==> src/rtl/npu_conv_pkg.sv <==
// Shared definitions for the convolution window engine: FSM encoding,
// kernel size limits and the default image geometry.
package npu_conv_pkg;

  localparam int MAX_KERNEL_SIZE   = 5;
  localparam int MAX_KERNEL_TAPS   = 25;
  localparam int DEFAULT_IMG_WIDTH = 28;
  localparam int DEFAULT_ACC_WIDTH = 24;

  typedef enum logic [1:0] {
    ST_IDLE,
    ST_FETCH,
    ST_DRAIN,
    ST_OUT
  } conv_state_t;

  function automatic logic kernel_size_legal(input logic [2:0] k);
    return (k != 3'd0) && (k <= 3'(MAX_KERNEL_SIZE));
  endfunction

endpackage

==> src/rtl/conv_window_engine_if.sv <==
// Result stream between the window engine and the next NPU stage:
// one signed accumulated result per output pixel over valid/ready.
interface conv_window_engine_if
  import npu_conv_pkg::*;
#(
  parameter int ACC_WIDTH = DEFAULT_ACC_WIDTH
);

  logic [ACC_WIDTH-1:0] result;
  logic                 result_valid;
  logic                 result_ready;

  modport master (output result, output result_valid, input result_ready);
  modport slave  (input result, input result_valid, output result_ready);

endinterface

==> src/rtl/kernel_reg_file.sv <==
// Kernel weight storage: 25 weights, gated write port, combinational read by
// tap index (out-of-range indices read as zero).
module kernel_reg_file
  import npu_conv_pkg::*;
#(
  parameter int WEIGHT_WIDTH = 8,
  parameter int ADDR_WIDTH   = 5
) (
  input  logic                    clk,
  input  logic                    rst_n,
  input  logic                    wr_en,
  input  logic [ADDR_WIDTH-1:0]   wr_addr,
  input  logic [WEIGHT_WIDTH-1:0] wr_data,
  input  logic [ADDR_WIDTH-1:0]   rd_idx,
  output logic [WEIGHT_WIDTH-1:0] rd_data
);

  logic [WEIGHT_WIDTH-1:0] regs [MAX_KERNEL_TAPS];

  always_ff @(posedge clk or negedge rst_n) begin
    if (!rst_n) begin
      for (int i = 0; i < MAX_KERNEL_TAPS; i++) begin
        regs[i] <= '0;
      end
    end else if (wr_en && (int'(wr_addr) < MAX_KERNEL_TAPS)) begin
      regs[wr_addr] <= wr_data;
    end
  end

  assign rd_data = (int'(rd_idx) < MAX_KERNEL_TAPS) ? regs[rd_idx] : '0;

endmodule

==> src/rtl/conv_window_engine.sv <==
// Valid-mode KxK convolution sweep over a square BRAM image, one result per
// window in row-major order. Define CONV_RELU_EN to clamp negative results to 0.
module conv_window_engine
  import npu_conv_pkg::*;
#(
  parameter int KERNEL_REG_ADDR_WIDTH = 5,
  parameter int BRAM_ADDR_WIDTH       = 10,
  parameter int WEIGHT_WIDTH          = 8,
  parameter int PIXEL_WIDTH           = 8,
  parameter int IMG_WIDTH             = DEFAULT_IMG_WIDTH,
  parameter int ACC_WIDTH             = DEFAULT_ACC_WIDTH
) (
  input  logic                             i_clk,
  input  logic                             i_rst_n,
  input  logic                             i_kernal_wr_en,
  input  logic [KERNEL_REG_ADDR_WIDTH-1:0] i_kernal_reg_addr,
  input  logic [WEIGHT_WIDTH-1:0]          i_kernal_data,
  input  logic                             i_start,
  input  logic [2:0]                       i_kernal_size,
  input  logic [BRAM_ADDR_WIDTH-1:0]       i_img_base_addr,
  output logic [BRAM_ADDR_WIDTH-1:0]       o_bram_address,
  input  logic [PIXEL_WIDTH-1:0]           i_bram_data,
  conv_window_engine_if.master             res,
  output logic                             o_busy,
  output logic                             o_done
);

  localparam int CW = $clog2(IMG_WIDTH);
  localparam int PW = WEIGHT_WIDTH + PIXEL_WIDTH + 1;

  conv_state_t state, state_next;

  logic [2:0]                       k_q;
  logic [BRAM_ADDR_WIDTH-1:0]       base_q;
  logic [CW-1:0]                    row, col;
  logic [2:0]                       kx, ky;
  logic [KERNEL_REG_ADDR_WIDTH-1:0] tap, acc_tap;
  logic signed [ACC_WIDTH-1:0]      acc;
  logic                             done_q;

  logic                             start_legal;
  logic [KERNEL_REG_ADDR_WIDTH-1:0] taps_m1;
  logic [CW-1:0]                    pos_last;
  logic                             kx_last, row_last, col_last, last_tap;
  logic [WEIGHT_WIDTH-1:0]          weight;
  logic signed [PW-1:0]             w_ext, p_ext, prod;
  logic signed [ACC_WIDTH-1:0]      prod_ext;

  kernel_reg_file #(
    .WEIGHT_WIDTH(WEIGHT_WIDTH),
    .ADDR_WIDTH  (KERNEL_REG_ADDR_WIDTH)
  ) u_kernel_reg_file (
    .clk    (i_clk),
    .rst_n  (i_rst_n),
    .wr_en  (i_kernal_wr_en && (state == ST_IDLE)),
    .wr_addr(i_kernal_reg_addr),
    .wr_data(i_kernal_data),
    .rd_idx (acc_tap),
    .rd_data(weight)
  );

  assign start_legal = kernel_size_legal(i_kernal_size);
  assign taps_m1     = KERNEL_REG_ADDR_WIDTH'(k_q) * KERNEL_REG_ADDR_WIDTH'(k_q)
                       - KERNEL_REG_ADDR_WIDTH'(1);
  assign last_tap    = (tap == taps_m1);
  assign kx_last     = (kx == k_q - 3'd1);
  assign pos_last    = CW'(IMG_WIDTH) - CW'(k_q);
  assign row_last    = (row == pos_last);
  assign col_last    = (col == pos_last);

  assign o_bram_address = base_q
                        + (BRAM_ADDR_WIDTH'(row) + BRAM_ADDR_WIDTH'(ky)) * BRAM_ADDR_WIDTH'(IMG_WIDTH)
                        + BRAM_ADDR_WIDTH'(col) + BRAM_ADDR_WIDTH'(kx);

  // Data on i_bram_data belongs to the tap addressed one cycle earlier, whose
  // index is held in acc_tap so the weight read lines up with the pixel.
  assign w_ext    = {{(PW-WEIGHT_WIDTH){weight[WEIGHT_WIDTH-1]}}, weight};
  assign p_ext    = {{(PW-PIXEL_WIDTH){1'b0}}, i_bram_data};
  assign prod     = w_ext * p_ext;
  assign prod_ext = {{(ACC_WIDTH-PW){prod[PW-1]}}, prod};

  always_ff @(posedge i_clk or negedge i_rst_n) begin
    if (!i_rst_n) begin
      state <= ST_IDLE;
    end else begin
      state <= state_next;
    end
  end

  always_comb begin
    state_next = state;
    case (state)
      ST_IDLE:  if (i_start && start_legal) state_next = ST_FETCH;
      ST_FETCH: if (last_tap) state_next = ST_DRAIN;
      ST_DRAIN: state_next = ST_OUT;
      ST_OUT: begin
        if (res.result_ready) begin
          state_next = (row_last && col_last) ? ST_IDLE : ST_FETCH;
        end
      end
      default:  state_next = ST_IDLE;
    endcase
  end

  always_ff @(posedge i_clk or negedge i_rst_n) begin
    if (!i_rst_n) begin
      k_q     <= '0;
      base_q  <= '0;
      row     <= '0;
      col     <= '0;
      kx      <= '0;
      ky      <= '0;
      tap     <= '0;
      acc_tap <= '0;
      acc     <= '0;
      done_q  <= 1'b0;
    end else begin
      done_q <= 1'b0;
      case (state)
        ST_IDLE: begin
          if (i_start) begin
            if (start_legal) begin
              k_q    <= i_kernal_size;
              base_q <= i_img_base_addr;
              row    <= '0;
              col    <= '0;
              kx     <= '0;
              ky     <= '0;
              tap    <= '0;
              acc    <= '0;
            end else begin
              done_q <= 1'b1;
            end
          end
        end
        ST_FETCH: begin
          if (tap != '0) acc <= acc + prod_ext;
          acc_tap <= tap;
          if (!last_tap) begin
            tap <= tap + KERNEL_REG_ADDR_WIDTH'(1);
            if (kx_last) begin
              kx <= '0;
              ky <= ky + 3'd1;
            end else begin
              kx <= kx + 3'd1;
            end
          end
        end
        ST_DRAIN: acc <= acc + prod_ext;
        ST_OUT: begin
          // Counters stay frozen under backpressure; the transfer edge moves
          // straight on to the next window's tap 0.
          if (res.result_ready) begin
            if (row_last && col_last) begin
              done_q <= 1'b1;
            end else if (col_last) begin
              col <= '0;
              row <= row + CW'(1);
            end else begin
              col <= col + CW'(1);
            end
            tap <= '0;
            kx  <= '0;
            ky  <= '0;
            acc <= '0;
          end
        end
        default: ;
      endcase
    end
  end

  assign res.result_valid = (state == ST_OUT);
  assign o_busy           = (state != ST_IDLE);
  assign o_done           = done_q;

`ifdef CONV_RELU_EN
  assign res.result = acc[ACC_WIDTH-1] ? '0 : acc;
`else
  assign res.result = acc;
`endif

endmodule

==> src/flat_wrapper.sv <==
// flat-port wrapper written by rule: the top's interface ports become plain ports
module conv_window_engine_flat import npu_conv_pkg::*;
#(
  parameter int KERNEL_REG_ADDR_WIDTH = 5,
  parameter int BRAM_ADDR_WIDTH       = 10,
  parameter int WEIGHT_WIDTH          = 8,
  parameter int PIXEL_WIDTH           = 8,
  parameter int IMG_WIDTH             = DEFAULT_IMG_WIDTH,
  parameter int ACC_WIDTH             = DEFAULT_ACC_WIDTH
)
  (i_clk, i_rst_n, i_kernal_wr_en, i_kernal_reg_addr, i_kernal_data, i_start, i_kernal_size, i_img_base_addr, o_bram_address, i_bram_data, o_busy, o_done, res_result, res_result_valid, res_result_ready);
  conv_window_engine_if #(.ACC_WIDTH(ACC_WIDTH)) res_i ();
  input  logic i_clk;
  input  logic i_rst_n;
  input  logic i_kernal_wr_en;
  input  logic [KERNEL_REG_ADDR_WIDTH-1:0] i_kernal_reg_addr;
  input  logic [WEIGHT_WIDTH-1:0] i_kernal_data;
  input  logic i_start;
  input  logic [2:0] i_kernal_size;
  input  logic [BRAM_ADDR_WIDTH-1:0] i_img_base_addr;
  output logic [BRAM_ADDR_WIDTH-1:0] o_bram_address;
  input  logic [PIXEL_WIDTH-1:0] i_bram_data;
  output logic o_busy;
  output logic o_done;
  output wire logic [$bits(res_i.result)-1:0] res_result;
  output wire logic [$bits(res_i.result_valid)-1:0] res_result_valid;
  input wire logic [$bits(res_i.result_ready)-1:0] res_result_ready;
  assign res_result = res_i.result;
  assign res_result_valid = res_i.result_valid;
  assign res_i.result_ready = res_result_ready;
  conv_window_engine #(.KERNEL_REG_ADDR_WIDTH(KERNEL_REG_ADDR_WIDTH), .BRAM_ADDR_WIDTH(BRAM_ADDR_WIDTH), .WEIGHT_WIDTH(WEIGHT_WIDTH), .PIXEL_WIDTH(PIXEL_WIDTH), .IMG_WIDTH(IMG_WIDTH), .ACC_WIDTH(ACC_WIDTH)) u_core (.i_clk(i_clk), .i_rst_n(i_rst_n), .i_kernal_wr_en(i_kernal_wr_en), .i_kernal_reg_addr(i_kernal_reg_addr), .i_kernal_data(i_kernal_data), .i_start(i_start), .i_kernal_size(i_kernal_size), .i_img_base_addr(i_img_base_addr), .o_bram_address(o_bram_address), .i_bram_data(i_bram_data), .res(res_i), .o_busy(o_busy), .o_done(o_done));
endmodule
==> config.mk <==
export PLATFORM = sky130hd
export DESIGN_NAME = conv_window_engine_flat
export DESIGN_NICKNAME = d
export VERILOG_FILES = /design/src/rtl/npu_conv_pkg.sv /design/src/rtl/conv_window_engine_if.sv /design/src/rtl/kernel_reg_file.sv /design/src/rtl/conv_window_engine.sv /design/src/flat_wrapper.sv
export SDC_FILE = /design/constraint.sdc
export NUM_CORES = 1
export LEC_CHECK = 0
export CELL_PAD_IN_SITES_DETAIL_PLACEMENT = 0
export CELL_PAD_IN_SITES_GLOBAL_PLACEMENT = 1
export CORE_UTILIZATION = 56
export CTS_BUF_LIST = sky130_fd_sc_hd__clkbuf_8
export DETAILED_ROUTE_END_ITERATION = 10
export GPL_ROUTABILITY_DRIVEN = 0
export PLACE_DENSITY_LB_ADDON = 0.12
export SLEW_MARGIN = 40
export SYNTH_ARGS = -nofsm -noshare
export SYNTH_HDL_FRONTEND = slang
export SYNTH_SLANG_ARGS = --single-unit
==> constraint.sdc <==
create_clock -name i_clk -period 11.68 [get_ports i_clk]
set_clock_uncertainty 0.1 [all_clocks]
set_input_delay 2.92 -clock i_clk [delete_from_list [all_inputs] [get_ports i_clk]]
set_output_delay 2.92 -clock i_clk [all_outputs]
set_load 0.01 [all_outputs]
==> qor.yml, run 1 <==
status:
  status: "finished clean"
die:
  die_area_sq_um: 30500
  start_util: 0.575
  coreArea_sq_um: 29000
  fp.dieH_um: 175
  rows: 62
  die_x_um: 175
  io_pins: 76
cts:
  cts_num_sinks: 266
  hold_buffers: 0
  numCtsBuffers: 46
  clk_pin_slew_ns: 0.06
  cts-resized-gates: 0
  cts_buffer_depth: 3
  cts_root_buf: "clkbuf_8"
  worstSkewPairLatency_ns: 0.58
  cts_tree: "yes"
  post_cts_buffers: 0
  cts_max_level: 2
setup_path:
  crit_buf_inv: 3
  crit_arrival_ns: 5.49
  crit_slowest_cell: "clkdlybuf4s50_1"
  cpLargestDelayFamily: "adder cells"
  cp-start-kind: "flip-flop"
  path_common_cell: "ha_1"
  cp_slowest_stage_delay_ns: 0.54
  cp_cell_sequence: "ha_1 -> a21o_1 -> a21oi_1 -> xnor2_1 -> inv_1 -> fa_1 -> inv_1 -> fa_1 -> a21o_1 -> a21oi_1 -> xnor2_1 -> ha_1 -> ha_1 -> ha_1 -> a21oi_1 -> o21ai_0 -> xnor2_1 -> clkdlybuf4s50_1"
  worstSetupPathType: "flip-flop to primary output"
  critical_path.max_fanout: 6
  endpoint_kind: "primary output"
  cp.required_ns: 8.66
grt:
  grt_pass1_wl_mm: 58.2
  overflow: 0
  grt_pass1_vias: 10791
  grt.total_usage: 0.243
  grt_max_degree: 78
  grt_antenna_before_repair: 0
sta:
  finalHoldViolCount: 0
  worst_pin_slew_ns: 0.808
  slew-limit-headroom: 0.446
  fin_setup_tns_ns: 0
  max_freq_ghz: 0.118
  period_share: 0.728
  setup_viol: 0
  rsz0062_at_grt: "false"
  min_period_ns: 8.51
  slew_viol_final: 0
synthesis:
  seq_area_frac_synth: 0.399
  postSynthAreaPerCell_sq_um: 12.3
  synth_cell_type_count: 59
  synthArstFlopShare: 1.00
  synth_edf_count: 0
  synth_fp_nets: 1587
  synthFlopType: "dfrtp_1"
  syn-instance-count: 1362
  synth-seq-cells: 266
  syn_area_sq_um: 16700
  synth_top_area_cell: "dfrtp_1"
  yosysTopAreaCellShare: 0.399
  synth.area.top_cells: "dfrtp_1 40%, mux2_2 15%, ha_1 9.0%, fa_1 7.9%, mux4_2 7.4%"
  yosysWarnings: 0
power_and_ir_drop:
  power.leakage_nw: 9.25
  pwr-share-seq: 0.290
  ir_drop_uv: 198
  p_per_area_nw_per_um2: 242
  power.internal_w: 0.00276
  total_power_w: 0.00453
  p_comb_frac: 0.522
  clkPwrFrac: 0.188
  p_sw_frac: 0.389
  p_switching_w: 0.00176
final_layout:
  finish.utilization: 0.644
  fin_area_sq_um: 18700
  n_antenna_cell: 0
  area_growth_pct: 12.0
  drive_gt1_frac: 0.265
  fillerInstances: 2288
  seq_area_sq_um: 6660
  nets: 1660
  multi_input_area_sq_um: 9300
  fin_cells: 1854
placed_design:
  dpl_cell_area_sq_um: 17700
  place_hpwl_mm: 24.5
  dpl.cell_count: 1771
  io_buffers: 75
drt:
  routed_wl_mm: 34.9
  drtIter0Drc: 464
  wl_per_cell_um: 18.8
  dr.pass1.iters: 5
  viasPerCell: 5.66
  route.vias.total: 10487
  drc: 0
  ant_nets: 0
flow_run:
  cap_viol_max_count: 0
worst_hold_path:
  hp-class: "flip-flop to flip-flop"
[cell families (layout without fill, tap and decap cells)]
group | after synthesis | count (layout) | synth area share
flip-flops | 266 | 266 | 0.399
AND/OR/NAND/NOR | 239 | 239 | 0.0708
XOR/XNOR | 57 | 57 | 0.0307
adder cells (fa/ha/maj) | 186 | 186 | 0.169
buffers and inverters | 190 | 298 | 0.0446
multiplexers | 288 | 288 | 0.231
AO/OA/AOI/OAI | 136 | 136 | 0.0544
[sequential cells by signal, summed over array words and instances, names as in the netlist, 5 cells and up]
name and cells:
u_core.tap 5, u_core.acc_tap 5, u_core.col 5, u_core.u_kernel_reg_file.regs 200, u_core.base_q 10, u_core.row 5, u_core.res.result 24
[final timing paths]
path / depth (start not counted) / start / to / slack, ns
worst max-delay path: 18 / u_core.row[1] / o_bram_address[9] / 3.17
worst min-delay path: 1 / u_core.u_kernel_reg_file.regs[84] / u_core.u_kernel_reg_file.regs[84] / 0.40
worst max register to register: 21 / u_core.acc_tap[0] / u_core.res.result[21] / 3.47
worst min register to register: 1 / u_core.u_kernel_reg_file.regs[84] / u_core.u_kernel_reg_file.regs[84] / 0.40
max in group asynchronous: 3 / i_rst_n / u_core.u_kernel_reg_file.regs[162] / 7.92
min in group asynchronous: 1 / i_rst_n / u_core.base_q[2] / 2.15
[through the flow]
stage	hold slack, ns	setup WS (ns)
6_report	0.402	3.17
3_5_place_dp	0.391	2.92
2_1_floorplan	0.373	3.75
3_3_place_gp	0.382	3.04
4_1_cts	0.403	3.09
5_1_grt	0.417	2.79
[power by group through the flow]
stage	logic [W]	registers (W)	clock network (W)
6_report	0.00236	0.00131	0.000853
5_1_grt	0.00266	0.00135	0.000919
4_1_cts	0.00240	0.00131	0.000880
3_5_place_dp	0.00238	0.00133	0
3_3_place_gp	0.00235	0.00132	0
2_1_floorplan	0.00172	0.00127	0
[placed cells by master (no fill, tap or decap), types with 6 or more instances in the layout]
cell type,instances
xor2_1,18
o31ai_1,11
a22o_1,13
clkdlybuf4s50_1,66
a21o_1,14
dfrtp_1,264
inv_1,145
buf_4,7
mux2_2,220
mux4_2,55
nor2b_1,35
o21ai_0,40
clkbuf_8,60
nand3_1,22
a21oi_1,24
nand2b_1,15
nand2_1,77
or3_1,6
nor2_1,48
buf_2,8
ha_1,120
fa_1,66
mux2i_1,9
xnor2_1,38
[Yosys cell counts (4+ instances only)]
cell      count
a21o_1       14
a21oi_1      24
a22o_1       13
and3_1        4
buf_1         4
buf_2        13
clkbuf_1     41
dfrtp_1     266
fa_1         66
ha_1        120
inv_1       129
mux2_2      220
mux2i_1       9
mux2i_2       4
mux4_2       55
nand2_1      77
nand2b_1     15
nand3_1      22
nand3b_1      5
nand4_1       4
nor2_1       50
nor2b_1      35
o21a_1        4
o21ai_0      40
o21bai_1      4
o31ai_1      11
or2_2         5
or3_1         6
xnor2_1      38
xor2_1       18
[layout make-up]
class,instances,area share
flip-flops and latches,266,0.356
clock buffers,60,0.0442
clock inverters,23,0.00616
well taps,384,0.0257
multi-input cells,906,0.498
inverters,130,0.0261
repair buffers,85,0.0438
[per-layer routing]
metal | share of wire | vias up | global-route usage
met5 | 0 | - | 0
met4 | 0.025 | 0 | 0.0743
met3 | 0.041 | 65 | 0.0376
met2 | 0.47 | 204 | 0.387
met1 | 0.47 | 5317 | 0.346
li1 | - | 4901 | -
Power figures use the tool's default switching activity.
==> run 2: changes to the inputs <==
Settings changed: CORE_UTILIZATION 56 to 52.
Clock period 11.68 ns to 8.59 ns, I/O delays scaled along.
==> run 2 against run 1 <==
Effect of this change: clock power up 43%; core utilization down 4.7 points; worst hold slack got worse by 0.0024 ns; register-to-register slack got worse by 2.5 ns; global-route usage is 1.3 points lower; non-clock buffer count increased by 8; power rose by 38%; critical path depth stayed put; first-iteration DRC count increased by 3.2%; worst setup slack got worse by 2.3 ns; final cell count up 1.5%; highest routed layer unchanged.
==> qor.yml, run 2 (synthesis gave the netlist of run 1 again) <==
drt:
  ant_nets: 0  # unchanged
  wl_per_cell_um: 19.2  # was 18.8 um
  drc: 0  # unchanged
  dr.pass1.iters: 5  # unchanged
  drtIter0Drc: 479  # was 464
  routed_wl_mm: 36.2  # was 34.9 mm
  route.vias.total: 10528  # was 10,487
  viasPerCell: 5.59  # was 5.66
die:
  io_pins: 76  # unchanged
  coreArea_sq_um: 31600  # was 29,000 sq um
  start_util: 0.529  # was 0.575
  rows: 65  # was 62
  die_area_sq_um: 32800  # was 30,500 sq um
  fp.dieH_um: 181  # was 175 um
  die_x_um: 181  # was 175 um
final_layout:
  finish.utilization: 0.597  # was 0.644
  layout_common_cells: "264 x dfrtp_1, 220 x mux2_2, 142 x inv_1"  # was 264 x dfrtp_1, 220 x mux2_2, 145 x inv_1
  n_antenna_cell: 0  # unchanged
  nets: 1669  # was 1,660
  area_growth_pct: 12.9  # was 12.0%
  regMostFlops: "u_core.u_kernel_reg_file.regs"  # unchanged
  drive_gt1_frac: 0.274  # was 0.265
  final_common_cell: "dfrtp_1"  # unchanged
  largest_register_ff_count: 200  # unchanged
cts:
  cts-resized-gates: 0  # unchanged
  hold_buffers: 0  # unchanged
  post_cts_buffers: 0  # unchanged
  cts_root_buf: "clkbuf_8"  # unchanged
  cts_num_sinks: 266  # unchanged
  cts_max_level: 2  # unchanged
  cts_buffer_depth: 3  # unchanged
  numCtsBuffers: 47  # was 46
  clk_pin_slew_ns: 0.06  # about the same
  cts_tree: "yes"  # unchanged
  worstSkewPairLatency_ns: 0.58  # about the same
sta:
  min_period_ns: 7.76
  max_freq_ghz: 0.129
  slew_viol_final: 0  # unchanged
  period_share: 0.904
  setup_viol: 0  # unchanged
  fin_setup_tns_ns: 0  # unchanged
  worst_pin_slew_ns: 0.861  # was 0.808 ns
  slew-limit-headroom: 0.423  # was 0.446
  finalHoldViolCount: 0  # unchanged
  fin_ws_ns: 0.829  # was 3.17 ns
  rsz0062_at_grt: "false"  # unchanged
placed_design:
  io_buffers: 75  # unchanged
  place_hpwl_mm: 25.4  # was 24.5 mm
  place_ws_ns: 0.618  # was 2.92 ns
setup_path:
  worstSetupPathType: "flip-flop to primary output"  # unchanged
  crit_arrival_ns: 5.51  # was 5.49 ns
  critical_path.max_fanout: 6  # unchanged
  endpoint_kind: "primary output"  # unchanged
  cp.required_ns: 6.34  # was 8.66 ns
  cp-start-kind: "flip-flop"  # unchanged
power_and_ir_drop:
  ir_drop_uv: 243  # was 198 uV
  p_per_area_nw_per_um2: 332  # was 242 nW/um^2
  power.leakage_nw: 9.32  # was 9.25 nW
grt:
  grt_antenna_before_repair: 0  # unchanged
  grt_pass1_wl_mm: 59.6  # was 58.2 mm
  grt_pass1_vias: 10936  # was 10,791
  overflow: 0  # unchanged
  grt_max_degree: 82  # was 78
  grt.total_usage: 0.231  # was 0.243
worst_hold_path:
  hp-class: "flip-flop to flip-flop"  # unchanged
flow_run:
  cap_viol_max_count: 0  # unchanged
status:
  status: "finished clean"  # unchanged
==> run 2: cell count changes in the layout (fill, tap and decap cells not counted), sizes merged <==
cell,previous run,this run
bufinv,0,1
buf,19,27
inv,147,144
clkinvlp,1,0
clkinv,5,8
clkbuf,60,62
==> run 2: critical path: stages (launching register included) <==
cell and delay, ns:
dfrtp_1 0.47, ha_1 0.31, a21o_1 0.18, a21oi_1 0.23
xnor2_1 0.21, inv_1 0.16, fa_1 0.51, inv_1 0.07
fa_1 0.47, a21o_1 0.20, a21oi_1 0.17, xnor2_1 0.14
ha_1 0.25, ha_1 0.30, ha_1 0.34, a21oi_1 0.15
o21ai_0 0.12, xnor2_1 0.14, clkdlybuf4s50_1 0.54
==> run 2: cell type report <==
cell class	instances	area (sq um)
fillers	2643	12700
multi-input cells	906	9310
flip-flops and latches	266	6660
repair buffers	93	891
clock buffers	62	853
well taps	402	503
inverters	130	488
clock inverters	23	139
==> run 2: routing by layer <==
layer  routed length, um  GRT usage  vias to the layer above
li1                    -          -                     4920
met1               17000      0.327                     5328
met4                 798     0.0617                        0
met2               16800      0.369                      216
met3                1560     0.0373                       64
met5                   0          0                        -
==> run 2: power by group <==
part           total, W  switching (W)  leakage, nW  internal, W
logic           0.00324        0.00164         5.16      0.00159
clock network   0.00122       0.000543        0.568     0.000679
registers       0.00181       0.000247         3.59      0.00156
==> run 2: path summary, 6_finish.rpt <==
kind                                      start                                end  slack, ns  depth (start not counted)
setup / recovery                  u_core.row[1]                  o_bram_address[9]       0.83                         18
hold / removal             u_core.res.result[6]               u_core.res.result[6]       0.40                          2
setup reg to reg              u_core.acc_tap[0]              u_core.res.result[21]       0.96                         21
hold reg to reg            u_core.res.result[6]               u_core.res.result[6]       0.40                          2
max in group asynchronous               i_rst_n  u_core.u_kernel_reg_file.regs[31]       5.97                          2
min in group asynchronous               i_rst_n                   u_core.base_q[6]       1.37                          1
==> run 2: metrics by stage <==
stage	instance area [sq um]	cells	power [W]	hold slack, ns
2_1_floorplan	16700	1362	0.00407	0.373
3_3_place_gp	17800	1796	0.00503	0.382
3_5_place_dp	17800	1797	0.00509	0.389
4_1_cts	18800	1882	0.00635	0.404
5_1_grt	18800	1882	0.00681	0.414
6_report	18800	1882	0.00626	0.399
==> run 3: changes to the inputs <==
Settings changed: CORE_MARGIN set to 5.
==> run 3 against run 2 <==
Effect of this change: worst setup slack lost 0.11 ns; sequential power is essentially flat; count of clock-buffer cells in the layout shrank 5; sequential share of layout area grew 0.14 points; worst hold slack gained 0.00057 ns; critical path type unchanged; die area grew 9.0%; non-clock buffer count shrank 2; clock power shrank 7%; global-route usage shrank 1.9 points; maximum frequency shrank 1.4%.
==> qor.yml, run 3 (synthesis gave the netlist of run 1 again) <==
setup_path:
  reg2reg_to: "u_core.res.result[21]"  # unchanged
  timing.rr.start: "u_core.acc_tap[0]"  # unchanged
  worstRegToRegCells: 21  # unchanged
  critical_path.max_fanout: 6  # unchanged
  crit_arrival_ns: 5.62  # was 5.51 ns
  rrSetupSlack_ns: 0.92  # was 0.96 ns
  cp.required_ns: 6.34  # about the same
  endpoint_kind: "primary output"  # unchanged
  cp-start-kind: "flip-flop"  # unchanged
  worstSetupPathType: "flip-flop to primary output"  # unchanged
grt:
  overflow: 0  # unchanged
  grt_pass1_vias: 11293  # was 10,936
  grt.total_usage: 0.211  # was 0.231
  grt_max_degree: 81  # was 82
  grt_antenna_before_repair: 0  # unchanged
  grt_pass1_wl_mm: 61.1  # was 59.6 mm
drt:
  route.vias.total: 10505  # was 10,528
  dr.pass1.iters: 4  # was 5
  routed_wl_mm: 36.2  # about the same
  drc: 0  # unchanged
  wl_per_cell_um: 19.3  # was 19.2 um
  viasPerCell: 5.59  # about the same
  ant_nets: 0  # unchanged
  drtIter0Drc: 419  # was 479
sta:
  max_freq_ghz: 0.127  # was 0.129 GHz
  setup_viol: 0  # unchanged
  rsz0062_at_grt: "false"  # unchanged
  holdWs_ns: 0.400  # was 0.399 ns
  min_period_ns: 7.87  # was 7.76 ns
  slew_viol_final: 0  # unchanged
  period_share: 0.916  # was 0.904
  worst_pin_slew_ns: 0.878  # was 0.861 ns
  fin_setup_tns_ns: 0  # unchanged
  finalHoldViolCount: 0  # unchanged
  slew-limit-headroom: 0.413  # was 0.423
placed_design:
  dpl_cell_area_sq_um: 17900  # was 17,800 sq um
  dpl.cell_count: 1795  # was 1,797
  place_hpwl_mm: 25.8  # was 25.4 mm
  io_buffers: 75  # unchanged
cts:
  cts_max_level: 2  # unchanged
  hold_buffers: 0  # unchanged
  cts_buffer_depth: 3  # unchanged
  numCtsBuffers: 47  # unchanged
  cts_root_buf: "clkbuf_8"  # unchanged
  cts-resized-gates: 0  # unchanged
  cts_tree: "yes"  # unchanged
  cts_num_sinks: 266  # unchanged
  worstSkewPairLatency_ns: 0.60  # was 0.58 ns
  post_cts_buffers: 0  # unchanged
  clk_pin_slew_ns: 0.06  # about the same
worst_hold_path:
  hold_depth: 1  # was 2
  min_from: "u_core.u_kernel_reg_file.regs[56]"  # was u_core.res.result[6]
  hp-class: "flip-flop to flip-flop"  # unchanged
  hold_path_end: "u_core.u_kernel_reg_file.regs[56]"  # was u_core.res.result[6]
final_layout:
  regMostFlops: "u_core.u_kernel_reg_file.regs"  # unchanged
  layout_common_cells: "263 x dfrtp_1, 220 x mux2_2, 147 x inv_1"  # was 264 x dfrtp_1, 220 x mux2_2, 142 x inv_1
  fillerInstances: 2604  # was 2,643
  fin_area_sq_um: 18800  # about the same
  n_antenna_cell: 0  # unchanged
  drive_gt1_frac: 0.274  # about the same
  largest_register_ff_count: 200  # unchanged
  fin_cells: 1878  # was 1,882
  nets: 1667  # was 1,669
  final_common_cell: "dfrtp_1"  # unchanged
  area_growth_pct: 12.5  # was 12.9%
power_and_ir_drop:
  total_power_w: 0.00616  # was 0.00626 W
  power.leakage_nw: 9.29  # was 9.32 nW
  p_per_area_nw_per_um2: 328  # was 332 nW/um^2
  ir_drop_uv: 294  # was 243 uV
die:
  fp.dieH_um: 189  # was 181 um
  die_x_um: 189  # was 181 um
  coreArea_sq_um: 31600  # about the same
  die_area_sq_um: 35800  # was 32,800 sq um
  io_pins: 76  # unchanged
  start_util: 0.527  # was 0.529
  rows: 65  # unchanged
status:
  status: "finished clean"  # unchanged
flow_run:
  cap_viol_max_count: 0  # unchanged
==> run 3: changes by cell type in the layout (fill, tap and decap cells not counted), sizes merged <==
cell / previous run / this run
buf: 27 / 25
bufinv: 1 / 0
clkbuf: 62 / 57
clkinv: 8 / 7
inv: 144 / 149
==> run 3: report_power, final <==
| part | internal [W] | total (W) | switching, W |
|---|---|---|---|
| combinational | 0.00158 | 0.00321 | 0.00163 |
| sequential | 0.00156 | 0.00181 | 0.000255 |
| clock | 0.000604 | 0.00114 | 0.000531 |
==> run 3: how the worst max path moves through the flow <==
| stage | end | slack [ns] | startpoint | cells after the start |
|---|---|---|---|---|
| after detailed placement | u_core.res.result[21] | 0.61 | i_bram_data[0] | 17 |
| final | o_bram_address[9] | 0.72 | u_core.row[1] | 18 |
| after global routing | o_bram_address[9] | 0.34 | u_core.row[1] | 18 |
| after CTS | o_bram_address[9] | 0.63 | u_core.row[1] | 18 |
| after global placement | u_core.res.result[21] | 0.65 | i_bram_data[0] | 17 |
| after floorplan | u_core.res.result[21] | 1.43 | i_bram_data[0] | 16 |
==> run 3: cell type report <==
type	count	area, sq um	share of cell area
timing repair buffer	91	876	0.0466
multi-input combinational	906	9330	0.497
sequential	266	6660	0.355
tap	402	503	0.0268
clock buffer	57	785	0.0418
clock inverter	26	134	0.00713
inverter	130	488	0.0260
==> run 3: per-stage QoR <==
step | setup slack (ns) | util
finish | 0.722 | 0.593
CTS | 0.627 | 0.593
detailed placement | 0.612 | 0.564
floorplan | 1.43 | -
global route | 0.336 | 0.593
global placement | 0.654 | 0.563
==> run 3: critical path: stages, from the launching register on <==
cell and delay [ns]:
dfrtp_1 0.47, ha_1 0.31, a21o_1 0.18, a21oi_1 0.24, xnor2_1 0.21, inv_1 0.17, fa_1 0.51, inv_1 0.07
fa_1 0.46, a21o_1 0.20, a21oi_1 0.17, xnor2_1 0.14, ha_1 0.25, ha_1 0.29, ha_1 0.33, a21oi_1 0.14
o21ai_0 0.13, xnor2_1 0.20, clkdlybuf4s50_1 0.57
==> run 3: layer usage <==
layer	routed length [um]	share of wire	track usage	up-vias
li1	-	-	-	4909
met1	16900	0.47	0.300	5333
met2	16700	0.46	0.335	199
met3	1620	0.045	0.0393	64
met4	936	0.026	0.0614	0
met5	0	0	0.00687	-
